## src/rtl/miriscv_data_arb_pkg.sv

```systemverilog
// Shared definitions for the two-master data-port arbiter: owner encoding,
// FSM state type, the burst counter width and the default burst limit.
package miriscv_data_arb_pkg;

  // Owner encoding; the FSM state values reuse these codes directly.
  localparam logic [1:0] OWN_IDLE = 2'd0;
  localparam logic [1:0] OWN_M0   = 2'd1;
  localparam logic [1:0] OWN_M1   = 2'd2;

  // Default number of back-to-back wins allowed while the other master waits.
  localparam int unsigned DEF_MAX_BURST = 4;

  // Counter width covers the legal burst range 1..15 (count tops out at 14).
  localparam int unsigned BCNT_W = 4;

  typedef enum logic [1:0] {
    ST_IDLE   = OWN_IDLE,
    ST_OWN_M0 = OWN_M0,
    ST_OWN_M1 = OWN_M1
  } arb_state_e;

  // Ownership state for a master index (0 = M0, 1 = M1).
  function automatic arb_state_e owner_state(input logic idx);
    return idx ? ST_OWN_M1 : ST_OWN_M0;
  endfunction

endpackage

```

## src/rtl/miriscv_data_arb_rr_arb2.sv

```systemverilog
// Combinational grant logic: round-robin between two masters with a bounded
// burst hold for the current owner while the other master is also waiting.
module miriscv_rr_arb2
  import miriscv_data_arb_pkg::*;
#(
  parameter int unsigned MAX_BURST = DEF_MAX_BURST
) (
  input  logic              req0_i,
  input  logic              req1_i,
  input  arb_state_e        state_i,
  input  logic              last_owner_i,
  input  logic [BCNT_W-1:0] burst_cnt_i,
  output logic              gnt0_o,
  output logic              gnt1_o
);

  localparam logic [BCNT_W-1:0] CNT_MAX = BCNT_W'(MAX_BURST - 1);

  logic hold_ok;

  // The owner may keep the port only while its burst count is below the limit.
  assign hold_ok = (burst_cnt_i < CNT_MAX);

  // Grant selection; the tie-break hands the port to the non-last owner.
  always_comb begin
    gnt0_o = 1'b0;
    gnt1_o = 1'b0;
    if (req0_i && req1_i) begin
      if ((state_i == ST_OWN_M0) && hold_ok) begin
        gnt0_o = 1'b1;
      end else if ((state_i == ST_OWN_M1) && hold_ok) begin
        gnt1_o = 1'b1;
      end else if (last_owner_i) begin
        gnt0_o = 1'b1;
      end else begin
        gnt1_o = 1'b1;
      end
    end else if (req0_i) begin
      gnt0_o = 1'b1;
    end else if (req1_i) begin
      gnt1_o = 1'b1;
    end
  end

endmodule

```

## src/rtl/miriscv_data_arb.sv

```systemverilog
// Two-master arbiter sharing the single data port of miriscv_ram.
// M0 is the core LSU, M1 a secondary master (loader / DMA). Holds the
// ownership FSM, burst counter, payload mux and response routing.
//
// state      | meaning
// -----------+-----------------------------------------------
// ST_IDLE    | no transfer accepted in the previous cycle
// ST_OWN_M0  | M0 owned the most recent accepted transfer
// ST_OWN_M1  | M1 owned the most recent accepted transfer
module miriscv_data_arb
  import miriscv_data_arb_pkg::*;
#(
  parameter int unsigned ADDR_W    = 32,
  parameter int unsigned DATA_W    = 32,
  parameter int unsigned MAX_BURST = DEF_MAX_BURST
) (
  input  logic                clk_i,
  input  logic                rst_n_i,

  input  logic                m0_req_i,
  input  logic                m0_we_i,
  input  logic [DATA_W/8-1:0] m0_be_i,
  input  logic [ADDR_W-1:0]   m0_addr_i,
  input  logic [DATA_W-1:0]   m0_wdata_i,
  output logic                m0_gnt_o,
  output logic                m0_rvalid_o,
  output logic [DATA_W-1:0]   m0_rdata_o,

  input  logic                m1_req_i,
  input  logic                m1_we_i,
  input  logic [DATA_W/8-1:0] m1_be_i,
  input  logic [ADDR_W-1:0]   m1_addr_i,
  input  logic [DATA_W-1:0]   m1_wdata_i,
  output logic                m1_gnt_o,
  output logic                m1_rvalid_o,
  output logic [DATA_W-1:0]   m1_rdata_o,

  output logic                s_req_o,
  output logic                s_we_o,
  output logic [DATA_W/8-1:0] s_be_o,
  output logic [ADDR_W-1:0]   s_addr_o,
  output logic [DATA_W-1:0]   s_wdata_o,
  input  logic [DATA_W-1:0]   s_rdata_i
);

  localparam logic [BCNT_W-1:0] CNT_MAX = BCNT_W'(MAX_BURST - 1);

  arb_state_e        state_q, state_d;
  logic              last_owner_q, last_owner_d;
  logic [BCNT_W-1:0] burst_cnt_q, burst_cnt_d;
  logic              rsp_pend_q;
  logic              rsp_owner_q;

  logic              gnt0, gnt1;
  logic              any_gnt;
  arb_state_e        win_state;

  miriscv_rr_arb2 #(
    .MAX_BURST (MAX_BURST)
  ) u_rr_arb2 (
    .req0_i       (m0_req_i),
    .req1_i       (m1_req_i),
    .state_i      (state_q),
    .last_owner_i (last_owner_q),
    .burst_cnt_i  (burst_cnt_q),
    .gnt0_o       (gnt0),
    .gnt1_o       (gnt1)
  );

  assign any_gnt   = gnt0 | gnt1;
  assign win_state = owner_state(gnt1);

  assign m0_gnt_o = gnt0;
  assign m1_gnt_o = gnt1;
  assign s_req_o  = any_gnt;

  // Ownership FSM register; last_owner resets to M1 so M0 wins the first tie.
  always_ff @(posedge clk_i or negedge rst_n_i) begin
    if (!rst_n_i) begin
      state_q      <= ST_IDLE;
      last_owner_q <= 1'b1;
      burst_cnt_q  <= '0;
    end else begin
      state_q      <= state_d;
      last_owner_q <= last_owner_d;
      burst_cnt_q  <= burst_cnt_d;
    end
  end

  // Next ownership and burst count; the count restarts on an owner change and
  // saturates at the limit so continued solo requests never wrap it.
  always_comb begin
    state_d      = state_q;
    last_owner_d = last_owner_q;
    burst_cnt_d  = burst_cnt_q;
    if (any_gnt) begin
      state_d      = win_state;
      last_owner_d = gnt1;
      if (state_q == win_state) begin
        if (burst_cnt_q >= CNT_MAX) begin
          burst_cnt_d = CNT_MAX;
        end else begin
          burst_cnt_d = burst_cnt_q + 1'b1;
        end
      end else begin
        burst_cnt_d = '0;
      end
    end else begin
      state_d     = ST_IDLE;
      burst_cnt_d = '0;
    end
  end

  // Payload mux toward the RAM; everything is driven to zero when idle.
  always_comb begin
    s_we_o    = 1'b0;
    s_be_o    = '0;
    s_addr_o  = '0;
    s_wdata_o = '0;
    if (gnt0) begin
      s_we_o    = m0_we_i;
      s_be_o    = m0_be_i;
      s_addr_o  = m0_addr_i;
      s_wdata_o = m0_wdata_i;
    end else if (gnt1) begin
      s_we_o    = m1_we_i;
      s_be_o    = m1_be_i;
      s_addr_o  = m1_addr_i;
      s_wdata_o = m1_wdata_i;
    end
  end

  // Remember who issued the accepted access so its response is routed back;
  // the async clear drops any in-flight response on reset.
  always_ff @(posedge clk_i or negedge rst_n_i) begin
    if (!rst_n_i) begin
      rsp_pend_q  <= 1'b0;
      rsp_owner_q <= 1'b0;
    end else begin
      rsp_pend_q  <= any_gnt;
      rsp_owner_q <= gnt1;
    end
  end

  assign m0_rvalid_o = rsp_pend_q & ~rsp_owner_q;
  assign m1_rvalid_o = rsp_pend_q &  rsp_owner_q;
  assign m0_rdata_o  = s_rdata_i;
  assign m1_rdata_o  = s_rdata_i;

endmodule

```

## config.mk

```make
export PLATFORM = sky130hd
export DESIGN_NAME = miriscv_data_arb
export DESIGN_NICKNAME = d
export VERILOG_FILES = /design/src/rtl/miriscv_data_arb_pkg.sv /design/src/rtl/miriscv_data_arb_rr_arb2.sv /design/src/rtl/miriscv_data_arb.sv
export SDC_FILE = /design/constraint.sdc
export NUM_CORES = 1
export LEC_CHECK = 0
export CAP_MARGIN = 30
export CORE_AREA = 5 5 118 120
export DETAILED_ROUTE_END_ITERATION = 8
export DIE_AREA = 0 0 123 125
export PLACE_DENSITY = 0.64
export SKIP_CTS_REPAIR_TIMING = 1
export SLEW_MARGIN = 30
export SYNTH_ARGS = -nofsm -noshare
export SYNTH_HDL_FRONTEND = slang
export SYNTH_SLANG_ARGS = --single-unit
```

## constraint.sdc

```tcl
create_clock -name clk_i -period 7.2 [get_ports clk_i]
set_input_delay 1.44 -clock clk_i [delete_from_list [all_inputs] [get_ports clk_i]]
set_output_delay 1.44 -clock clk_i [all_outputs]
set_load 0.005 [all_outputs]
```

==> impl_metrics.tcl, run 1 <==
set metrics [dict create \
    synth.yosys.seq_area_share_pct 14.0 \
    max-clock-path-buffers 2 \
    worst_slew_pin_slew_ns 0.841 \
    die_area_um2 15400 \
    startpoint_to_endpoint_class_of_the_critical_path "in2out" \
    place_inst 500 \
    detailedRoute.firstPassIterationCount 4 \
    global_route_wire_length_before_repair_um 11700 \
    first_global_vias 2145 \
    worst_setup_hold_path_clk_slew_ns 0.04 \
    skew_ns 0.00146 \
    final_nets 504 \
    finish.instance_area_um2 3490 \
    synth_enable_flop_cells 0 \
    worstPathArrival_ns 4.32 \
    required_time_at_the_worst_slack_endpoint_ns 5.76 \
    period_minus_slack_ns 5.76 \
    routed_wire_length_per_instance_um 16.4 \
    hpwl_um 6930 \
    multi_input_area_um2 796 \
    dp_slack_ns 1.40 \
    share_of_final_layout_standard_cells_stronger_than_drive_strength_1_pct 3.35 \
    synth.lib_cells_used.distinct 26 \
    met1Wirelength_um 2830 \
    yosysMostFrequentCell "a22o_1" \
    antenna_violating_nets_post_route 0 \
    tritoncts "done" \
    report.final.setup_viol 0 \
    synth_top_area_share_pct 37.3 \
    timing.critical_path.mode_cell "clkdlybuf4s50_1" \
    grt_overflow 0 \
    finalCritPeriodShare_pct 79.9 \
    wl_um 8260 \
    max-vdd-ir-drop_mv 0.0573 \
    design.portCount 312 \
    initialDrtViolationCount 65 \
    synthTopCellsByCount "a22o_1 (69), buf_4 (65), dfrtp_1 (8)" \
    drv.max_cap_violation_count 0 \
    synthFlopType "dfrtp_1" \
    pleak_nw 1.33 \
    final-instance-count-excl-fill 504 \
    holdCritPathClass "reg2reg" \
    pin_count_of_the_biggest_net_entering_global_routing 71 \
    timing.critical_path.fanout_max 39 \
    floorplan.core_area_um2 12900 \
    syn_area_um2 1620 \
    timing.critical_path.to_type "primary output" \
    antenna_found_initial 0 \
    power-per-cell-area_nw_per_um2 140 \
    postSynthAreaPerCell_um2 8.66 \
    die_width_um 123 \
    antenna-diode-count 0 \
    hold_violations_final 0 \
    slew_headroom_pct 43.8 \
    outcome "complete, no violations" \
    fp.dieH_um 125 \
    routabilityCongestion 0.790 \
    tns_ns 0 \
    final_report_max_slew_violation_count 0 \
    critical_path_cell_by_cell "clkdlybuf4s50_1 > a31o_2 > nor2_4 > buf_4 > a22o_1 > clkdlybuf4s50_1" \
    cts-root-buf "clkbuf_16" \
    groute.usage.overall_pct 9.68 \
    tritoncts.num_buffers 3 \
    clock_insertion_delay_worst_skew_ns 0.24 \
    dr.max_layer_used "met4" \
    viasPerCell 3.90 \
    port_buffers 215 \
    post_synth_main_area_contributors "a22o_1 (37%), buf_4 (30%), dfrtp_1 (12%)" \
    ys_seq_elements 9 \
    placement.cell_area_um2 3410 \
    nFillCells 1349 \
    worst_path_largest_cell_delay_ns 0.64 \
    via_count 1966 \
    cpMaxStageDelayCell "nor2_4" \
    drcViolationCount 0 \
    clkSinkCount 9 \
    synth.yosys.warnings 0 \
    wl_met3_um 1110 \
    starting_density_pct 12.6 \
    rsz0062_at_grt "false" \
    row_count 42 \
    final.setup.worst_slack_ns 1.44 \
    h-tree-depth 1 \
    wl_met2_um 3980 \
    postSynthCellCount 187 \
    cp-start-kind "input port" \
    seq_area_um2 226 \
    postSynth.asyncResetShare_pct 100 \
    achievable-frequency_mhz 174 \
    netlist.top_cell.by_area "a22o_1" \
    layout-area-overhead-vs-synth_pct 116 \
]
-- final timing paths --
kind | from | to | slack (ns) | depth (start not counted)
setup / recovery | m0_req_i | s_we_o | 1.44 | 6
hold / removal | last_owner_q$_DFFE_PN1P_ | last_owner_q$_DFFE_PN1P_ | 0.57 | 2
setup reg to reg | burst_cnt_q[0]$_DFF_PN0_ | rsp_owner_q$_DFF_PN0_ | 5.00 | 4
hold reg to reg | last_owner_q$_DFFE_PN1P_ | last_owner_q$_DFFE_PN1P_ | 0.57 | 2
max in group asynchronous | rst_n_i | last_owner_q$_DFFE_PN1P_ | 5.37 | 1
min in group asynchronous | rst_n_i | burst_cnt_q[3]$_DFF_PN0_ | 1.51 | 1
-- power breakdown --
part	leakage, nW	internal, W	switching (W)
Sequential	0.107	0.0000572	0.00000412
Clock	0.0382	0.0000741	0.0000251
Combinational	1.19	0.000220	0.000110
Total	1.33	0.000351	0.000139
-- cells by family (layout without fill, tap and decap cells) --
logic type / count (synthesis) / after routing / synth area share (%)
adder cells (fa/ha/maj): 1 / 1 / 0.773
flip-flops: 9 / 9 / 14.0
other: 1 / 2 / 0.232
AND/OR/NAND/NOR: 14 / 14 / 5.33
AO/OA/AOI/OAI: 79 / 79 / 41.6
buffers and inverters: 83 / 223 / 38.1
-- critical path, delay by kind of cell --
kind,cells,cell delay (ns)
AOI/OAI and AO/OA,2,0.59
buffers and inverters,3,1.62
and+or+nand+nor,1,0.64
-- sequential cells by signal (all words and copies together) (netlist names) --
| name | cells |
|---|---|
| burst_cnt_q | 4 |
| state_q | 2 |
| last_owner_q | 1 |
| rsp_owner_q | 1 |
| rsp_pend_q | 1 |
-- cell type report --
type,instances,share of cell area [%]
clock buffer,4,2.26
inverter,3,0.322
multi-input combinational,96,22.8
sequential,9,6.49
tap,176,6.31
timing repair buffer,216,61.8
-- placed cells by master (no fill, tap or decap), types with 2 or more instances in the layout --
master / instances
clkbuf_16: 3
nor2_1: 2
inv_1: 3
and3_1: 2
dfrtp_1: 8
a21oi_1: 4
conb_1: 2
nand3b_1: 2
clkdlybuf4s50_1: 215
a22o_1: 69
-- stage by stage --
step | util (%) | hold WS, ns | total power [W]
after global routing | 27.1 | 0.612 | 0.000519
after floorplan | - | 0.520 | 0.000213
after CTS | 27.1 | 0.577 | 0.000496
final | 27.1 | 0.573 | 0.000490
after detailed placement | 26.5 | 0.567 | 0.000395
after global placement | 26.5 | 0.550 | 0.000390
-- routing by layer --
layer / up-vias / global-route usage, %
met3: 37 / 4.11
li1: 919 / -
met4: 0 / 5.02
met5: - / 0
met2: 123 / 16.5
met1: 887 / 10.1
Power figures use the tool's default switching activity.
==> run 2, diff against run 1 <==
- CORE_AREA: 5 5 118 120 -> 5 5 116 118
- DIE_AREA: 0 0 123 125 -> 0 0 121 123
- PLACE_DENSITY: 0.64 -> 0.68
- clock period: 7.2 -> 4.72 ns (I/O delays scaled with it)
==> impl_metrics.tcl, run 2 (synthesized netlist as in run 1, its figures left out) <==
set metrics [dict create \
    final_nets 506 \
    first_global_vias 2219 \
    antenna-diode-count 0 \
    fp.dieH_um 123 \
    startpoint_to_endpoint_class_of_the_critical_path "in2out" \
    wl_um 9430 \
    routed_wire_length_per_instance_um 18.8 \
    groute.usage.overall_pct 11.1 \
    row_count 41 \
    achievable-frequency_mhz 236 \
    holdCritPathClass "reg2reg" \
    die_width_um 121 \
    drcViolationCount 0 \
    final_report_max_slew_violation_count 0 \
    timing.critical_path.mode_cell "clkdlybuf4s50_1" \
    via_count 2006 \
    starting_density_pct 13.1 \
    design.portCount 312 \
    final-instance-count-excl-fill 502 \
    fin_worst_hold_slack_ns 0.565 \
    worst_setup_hold_path_clk_slew_ns 0.04 \
    max-clock-path-buffers 2 \
    hpwl_um 8380 \
    dp_slack_ns 0.479 \
    die_area_um2 14900 \
    grt_overflow 0 \
    drv.max_cap_violation_count 0 \
    global_route_wire_length_before_repair_um 12800 \
    required_time_at_the_worst_slack_endpoint_ns 3.78 \
    cts-root-buf "clkbuf_16" \
    outcome "complete, no violations" \
    antenna_found_initial 0 \
    antenna_violating_nets_post_route 0 \
    critical_path_cell_by_cell "clkdlybuf4s50_1 > nand2b_1 > a21oi_2 > a211o_2 > buf_4 > a22o_1 > clkdlybuf4s50_1" \
    timing.critical_path.to_type "primary output" \
    port_buffers 215 \
    worst_path_largest_cell_delay_ns 0.63 \
    largest-register "burst_cnt_q" \
    worstPathArrival_ns 3.29 \
    floorplan.core_area_um2 12400 \
    cpMaxStageDelayCell "clkdlybuf4s50_1" \
    period_minus_slack_ns 4.24 \
    tns_ns 0 \
    detailedRoute.firstPassIterationCount 4 \
    h-tree-depth 1 \
    report.final.setup_viol 0 \
    layout_commonest_cell "clkdlybuf4s50_1" \
    reg_top3 "burst_cnt_q x4, state_q x2" \
    share_of_final_layout_standard_cells_stronger_than_drive_strength_1_pct 3.94 \
    place_inst 498 \
    viasPerCell 4.00 \
    pleak_nw 1.35 \
    routabilityCongestion 0.811 \
    timing.critical_path.fanout_max 40 \
    clock_insertion_delay_worst_skew_ns 0.23 \
    skew_ns 0.00150 \
    setup.reg_to_reg.worst_slack_ns 2.73 \
    hold_violations_final 0 \
    fin_util_pct 28.4 \
    max-vdd-ir-drop_mv 0.0838 \
    cp-start-kind "input port" \
    tritoncts "done" \
    rsz0062_at_grt "false" \
    finalCritPeriodShare_pct 89.8 \
    final.setup.worst_slack_ns 0.483 \
    layout_common_cells "clkdlybuf4s50_1 (215), a22o_1 (69), dfrtp_1 (8)" \
    clkSinkCount 9 \
    pin_count_of_the_biggest_net_entering_global_routing 72 \
    power-per-cell-area_nw_per_um2 215 \
    initialDrtViolationCount 55 \
    layout-area-overhead-vs-synth_pct 117 \
    tritoncts.num_buffers 3 \
    max_ffs_per_register 4 \
]
## run 2: changes by cell type in the layout (fill, tap and decap cells not counted)
cell     before  now
buf_4         1    2
a211o_2       0    1
buf_12        0    1
a211o_4       1    0
## run 2: metal layers
metal / vias to the layer above / global-route usage (%) / share of wire [%]
met4: 0 / 3.12 / 1.9
met5: - / 0 / 0
met2: 166 / 21.4 / 52
met3: 22 / 3.48 / 11
met1: 893 / 11.6 / 35
li1: 925 / - / -
## run 2: final timing paths
check                                                 to                     start  depth (start not counted)
worst max-delay path                         s_addr_o[1]                  m0_req_i                          7
worst max register to register     rsp_owner_q$_DFF_PN0_  burst_cnt_q[0]$_DFF_PN0_                          5
max in group asynchronous       last_owner_q$_DFFE_PN1P_                   rst_n_i                          1
worst min register to register  last_owner_q$_DFFE_PN1P_  last_owner_q$_DFFE_PN1P_                          2
min in group asynchronous       burst_cnt_q[2]$_DFF_PN0_                   rst_n_i                          1
worst min-delay path            last_owner_q$_DFFE_PN1P_  last_owner_q$_DFFE_PN1P_                          2
## run 2: metrics by stage
step                area (µm²)  total power, W
floorplan                 1620        0.000325
global placement          3430        0.000610
detailed placement        3430        0.000615
CTS                       3510        0.000765
global route              3510        0.000796
finish                    3510        0.000753
## run 2: final cells by class
class | instances | area [µm²]
Clock buffer | 4 | 78.8
Fill cell | 1317 | 8860
Inverter | 3 | 11.3
Multi-Input combinational cell | 96 | 788
Sequential cell | 9 | 226
Tap cell | 172 | 215
Timing Repair Buffer | 218 | 2190
## run 2: where the power goes
part / leakage, nW / total [W] / switching, W / internal [W]
registers: 0.107 / 0.0000934 / 0.00000616 / 0.0000872
logic: 1.20 / 0.000513 / 0.000173 / 0.000340
clock network: 0.0382 / 0.000147 / 0.0000340 / 0.000113
## run 2: critical path, delay by kind of cell
family	cells	cell delay, ns
AOI/OAI and AO/OA	3	0.68
buffers and inverters	3	1.55
and+or+nand+nor	1	0.11
